$ cat config.mk
export PLATFORM = sky130hd
export DESIGN_NAME = issue_queue
export DESIGN_NICKNAME = d
export VERILOG_FILES = /design/src/rtl/ariane_pkg.sv /design/src/rtl/issue_queue.sv
export SDC_FILE = /design/constraint.sdc
export NUM_CORES = 1
export LEC_CHECK = 0
export BUFFER_PORTS_ARGS = -buffer_cell sky130_fd_sc_hd__buf_2
export CAP_MARGIN = 10
export CORE_UTILIZATION = 40
export DETAILED_ROUTE_END_ITERATION = 8
export GPL_TIMING_DRIVEN = 0
export PLACE_DENSITY = 0.68
export SYNTH_ARGS = -nofsm -noshare
export SYNTH_HDL_FRONTEND = slang
export SYNTH_SLANG_ARGS = --single-unit
$ cat constraint.sdc
create_clock -name clk_i -period 15.6 [get_ports clk_i]
set_clock_uncertainty 0.15 [all_clocks]
set_input_delay 1.56 -clock clk_i [delete_from_list [all_inputs] [get_ports clk_i]]
set_output_delay 1.56 -clock clk_i [all_outputs]
set_load 0.03 [all_outputs]
$ cat src/rtl/ariane_pkg.sv
// ariane_pkg: shared scoreboard entry type and issue queue sizing
package ariane_pkg;
  localparam int unsigned ISSUE_QUEUE_DEPTH = 4;
  typedef struct packed {
    logic [63:0] pc;
    logic [2:0]  trans_id;
    logic [3:0]  fu;
    logic [7:0]  op;
    logic [5:0]  rs1;
    logic [5:0]  rs2;
    logic [5:0]  rd;
    logic [63:0] result;
    logic        valid;
    logic        use_imm;
  } scoreboard_entry_t;
endpackage

$ cat src/rtl/issue_queue.sv
// issue_queue: decoupling FIFO of scoreboard entries between issue and rename
module issue_queue
  import ariane_pkg::*;
#(
  parameter int unsigned DEPTH = ISSUE_QUEUE_DEPTH
) (
  input  logic                     clk_i,
  input  logic                     rst_i,
  input  logic                     flush_i,
  input  logic                     flush_unissued_instr_i,
  input  scoreboard_entry_t        issue_instr_i,
  input  logic                     issue_instr_valid_i,
  output logic                     issue_ack_o,
  output scoreboard_entry_t        issue_instr_o,
  output logic                     issue_instr_valid_o,
  input  logic                     issue_ack_i,
  output logic [$clog2(DEPTH):0]   count_o
);
  localparam int unsigned PW = $clog2(DEPTH);
  logic [PW-1:0] rd_ptr_q, rd_ptr_d, wr_ptr_q, wr_ptr_d;
  logic [PW:0] cnt_q, cnt_d;
  scoreboard_entry_t mem_q [DEPTH];
  logic flush, push, pop;
  always_comb begin
    flush = flush_i | flush_unissued_instr_i;
    issue_ack_o = (cnt_q != (PW+1)'(DEPTH)) && !flush;
    issue_instr_valid_o = cnt_q != '0;
    issue_instr_o = issue_instr_valid_o ? mem_q[rd_ptr_q] : '0;
    push = issue_instr_valid_i && issue_ack_o;
    pop = issue_ack_i && issue_instr_valid_o && !flush;
    rd_ptr_d = flush ? '0 : rd_ptr_q + PW'(pop);
    wr_ptr_d = flush ? '0 : wr_ptr_q + PW'(push);
    cnt_d = flush ? '0 : cnt_q + (PW+1)'(push) - (PW+1)'(pop);
    count_o = cnt_q;
  end
  always_ff @(posedge clk_i) begin
    if (rst_i) begin
      rd_ptr_q <= '0;
      wr_ptr_q <= '0;
      cnt_q <= '0;
    end else begin
      rd_ptr_q <= rd_ptr_d;
      wr_ptr_q <= wr_ptr_d;
      cnt_q <= cnt_d;
    end
  end
  always_ff @(posedge clk_i) begin
    if (push) mem_q[wr_ptr_q] <= issue_instr_i;
  end
endmodule

Word level (Yosys, flattened, before mapping)
Memories as Yosys holds them, arrays and structs flattened. A register that Yosys moved wholly into a read port is not among the register bits. Index checks and enable logic that the tools add are counted.

Memory bits (writable): 652. Bits of input ports: 169. Memories kept: 1. Register bits: 7.

Reductions and logical operators: 7. Add/subtract/negate cells: 4. Mux-type cells: 4. Equal/unequal tests: 1. Bitwise gates (word level): 1.

Memories: mem_q (words 4, width 163, rd ports 1, clocked after memory_dff 1, write ports 1, RTL line issue_queue.sv:22) `scoreboard_entry_t mem_q [DEPTH];`.

Operators with widths (count): 163-bit 2-to-1 mux (1); 2-bit by 1-bit adder with 2-bit output (2); 1-bit logical AND (4); 3-bit by 1-bit adder with 3-bit output (1); 3-bit inequality test (second input constant) (1); 3-bit nonzero test (1); 3-bit by 1-bit subtractor with 3-bit output (1); 1-bit 2-to-1 mux (2); 2-bit 2-to-1 mux (1); 2-bit OR reduction (1); 1-bit logical NOT (1); 1-bit bitwise OR (1).

Depth between registers and ports, before layout
Depth in word-level cells: 6. Depth in mapped cells: 9.

Least setup slack after synthesis
Ideal clock, no wire load.

Path kind: input to register. Start point: input flush_unissued_instr_i. End point: memory mem_q[1][0] (netlist name) (enable). Required time: 14531 ps. Cell stages on the path: 3. Path slack: 784 ps. Path buffers: 0. Data arrival time: 13747 ps. Path through: nor2_1 -> nand3_1 -> nor3b_1.

Cells in the longest elaborated chain, start to end: 6.

Ends and longest elaborated chain: start, declared (RTL line issue_queue.sv:10) `input logic flush_unissued_instr_i,`; 1-bit bitwise OR (RTL line issue_queue.sv:25) `flush = flush_i | flush_unissued_instr_i;`; 1-bit logical NOT (RTL line issue_queue.sv:26) `issue_ack_o = (cnt_q != (PW+1)'(DEPTH)) && !flush;`; 1-bit logical AND (RTL line issue_queue.sv:26); 1-bit logical AND (RTL line issue_queue.sv:29) `push = issue_instr_valid_i && issue_ack_o;`; 1-bit 2-to-1 mux (RTL line issue_queue.sv:48) `if (push) mem_q[wr_ptr_q] <= issue_instr_i;`; 1-bit 2-to-1 mux (not written as such) (RTL line issue_queue.sv:48); end, declared (RTL line issue_queue.sv:22).

Every way passes these cells.

==> impl_metrics.env <==
export IMPL_vias=12224
export IMPL_antenna_left=0
export IMPL_htreeDepth=3
export IMPL_max_slew_worst_pin_slew_ns=1.051
export IMPL_status="finished, final reports clean"
export IMPL_synth_seq_cells=659
export IMPL_hold_violations=0
export IMPL_post_cts_setup_buffers=0
export IMPL_syn_avg_cell_area_sq_um=23.32
export IMPL_antenna_found_initial=12
export IMPL_clkLatencyLatePin_ns=0.60
export IMPL_ys_seq_area_share_pct=78.52
export IMPL_post_route_worst_setup_slack_ns=11.07
export IMPL_drive_above_1_share_pct=43.39
export IMPL_r2r_start="count_o[1]"
export IMPL_core_area_sq_um=61830
export IMPL_yosys_area_top_type_share_pct=77.96
export IMPL_p_per_area_nw_per_um2=119.1
export IMPL_slew_headroom_pct=29.56
export IMPL_via_per_inst=5.006
export IMPL_ff2ff_setup_slack_ns=12.50
export IMPL_post_route_min_period_ns=4.534
export IMPL_r2r_cells=7
export IMPL_clock_fmax_mhz=220.6
export IMPL_syn_to_final_growth_pct=23.58
export IMPL_setup_violations=0
export IMPL_nNetsFinal=1725
export IMPL_dieHeight_um=252.6
export IMPL_crit_fanout=10
export IMPL_p_total_mw=3.695
export IMPL_ys_warn_count=0
export IMPL_setup_worst_path_end="issue_instr_o[104]"
export IMPL_required_ns=13.89
export IMPL_path_cells="buf_2, or3_1, clkbuf_1, clkbuf_1, and2_1, buf_2"
export IMPL_max_clock_path_buffers=3
export IMPL_p_leak_nw=10.73
export IMPL_hp_class="register to register"
export IMPL_yosysTopAreaCell="edfxtp_1"
export IMPL_rsz0062_at_grt="no"
export IMPL_syn_nets=1249
export IMPL_synth_area_leaders="edfxtp_1, mux4_2, and2_1"
export IMPL_grt_overflow=0
export IMPL_peakVddDrop_uv=92.21
export IMPL_grt_max_degree=28
export IMPL_cts_root_buffer="clkbuf_16"
export IMPL_firstDrtPassIters=4
export IMPL_post_route_period_util_pct=29.06
export IMPL_chipWidth_um=252.6
export IMPL_drtIter0Drc=755
export IMPL_grt_first_pass_wirelength_um=80250
export IMPL_crit_path_max_incr_delay_ns=0.49
export IMPL_cts_tree="done"
export IMPL_cp_slowest_cell="clkbuf_1"
export IMPL_post_synth_num_cell_types=27
export IMPL_cp_start_kind="register"
export IMPL_post_place_ws_ns=11.23
export IMPL_crit_type="register to output port"
export IMPL_io_pins=337
export IMPL_rows=91
export IMPL_first_global_vias=13085
export IMPL_stdcell_area_sq_um=31040
export IMPL_clk_pin_slew_ns=0.07
export IMPL_drc=0
export IMPL_cts_sinks=659
export IMPL_startpoint="count_o[1]"
export IMPL_postCtsHoldBufs=0
export IMPL_post_drt_wl_per_cell_um=21.87
export IMPL_hpwlAfterDp_um=37050
export IMPL_port_buffers=336
export IMPL_start_util_pct=40.62
export IMPL_drt_total_wl_um=53420
export IMPL_placed_area_sq_um=28750
export IMPL_cts_made_buffers=70
export IMPL_gr_usage_all_layers_pct=16.93
export IMPL_arrival_ns=2.82
export IMPL_syn_area_sq_um=25110
export IMPL_gp_congestion=0.6945
export IMPL_crit_path_end_kind="output port"
export IMPL_min_from="wr_ptr_q[1]"
export IMPL_synthCells=1077
export IMPL_cts_resized=0
export IMPL_worstReg2RegEnd="mem_q[0][39]"
export IMPL_final_max_slew_violation_count=0
export IMPL_die_area_sq_um=63790
export IMPL_cap_violations=0
## cell usage after synthesis
cell type and n:
a21oi_1 1, and2_1 167, buf_12 11, buf_2 11
buf_6 7, clkbuf_1 27, dfxtp_1 7, edfxtp_1 652
fa_1 1, ha_1 2, inv_1 2, mux4_2 163
nand2_1 1, nand3_1 1, nand4_1 1, nor2_1 6
nor3_1 2, nor3b_1 2, nor4_1 1, o211ai_1 1
o311ai_1 1, o31ai_1 1, o41ai_1 1, or3_1 2
or3b_1 1, xnor2_1 3, xor2_1 2
## cell usage in the layout (no fill, tap or decap), types with 7 or more instances in the layout
master / synthesis / layout
mux4_2: 163 / 163
buf_6: 7 / 55
clkinv_1: 0 / 13
dfxtp_1: 7 / 7
buf_12: 11 / 15
buf_2: 11 / 347
bufinv_16: 0 / 9
clkinv_2: 0 / 7
clkbuf_1: 27 / 41
buf_8: 0 / 11
and2_1: 167 / 167
clkbuf_16: 0 / 72
edfxtp_1: 652 / 652
## kinds of logic (layout without fill, tap and decap cells)
family	after synthesis	in the layout	share of synthesized area (%)
flip-flops	659	659	78.52
AND/OR/NAND/NOR	184	184	4.519
multiplexers	163	163	14.62
buffers and inverters	58	585	1.843
AO/OA/AOI/OAI	5	5	0.1495
XOR/XNOR	5	5	0.1744
adder cells (fa/ha/maj)	3	3	0.1793
other	0	1	0
## final cells by class
class | count | area [sq um]
clock buffers | 86 | 1854
multi-input cells | 360 | 4955
inverters | 2 | 7.507
fillers | 4952 | 30790
diodes | 1 | 2.502
plain buffers | 56 | 455.4
clock inverters | 37 | 430.4
flip-flops and latches | 659 | 19720
repair buffers | 404 | 2565
well taps | 837 | 1047
## metrics by stage
stage	cells	hold WS (ns)	TNS [ns]	utilization (%)
6_report	2442	0.4713	0	50.20
5_1_grt	2442	0.5259	0	50.20
4_1_cts	2441	0.4778	0	50.20
3_5_place_dp	2318	0.4624	0	46.50
3_3_place_gp	2250	0.4032	-4810.90	45.03
2_1_floorplan	1077	0.3900	0	-
## metal layers
layer	track usage [%]	part of all wire, %	up-vias
li1	-	-	5406
met1	21.04	40	6390
met2	28.38	51	329
met3	5.417	7.3	81
met4	4.762	1.6	18
met5	0	0.22	-
## state kept, by name (all words and copies together) (netlist names)
signal / flops
count_o: 3
mem_q: 652
rd_ptr_q: 2
wr_ptr_q: 2
## how the worst min path moves through the flow
stage	endpoint	slack, ns	depth (start not counted)
CTS	wr_ptr_q[1]	0.48	2
detailed placement	wr_ptr_q[1]	0.46	2
finish	wr_ptr_q[1]	0.47	2
global route	wr_ptr_q[1]	0.53	2
floorplan	wr_ptr_q[1]	0.39	2
global placement	wr_ptr_q[1]	0.40	2
## power breakdown
part           switching, mW  internal [mW]  total (mW)
logic                 0.0451         0.0345      0.0796
clock network          0.657          0.996        1.65
registers            0.00288           1.96        1.96
total                  0.704           2.99        3.70
## worst max-delay path, delay by kind of cell, from the launching register on
kind	cells	cell delay, ns
DFF	1	0.34
buffers and inverters	4	1.37
and+or+nand+nor	2	0.51
No activity file was read; power rests on OpenSTA's default activity.
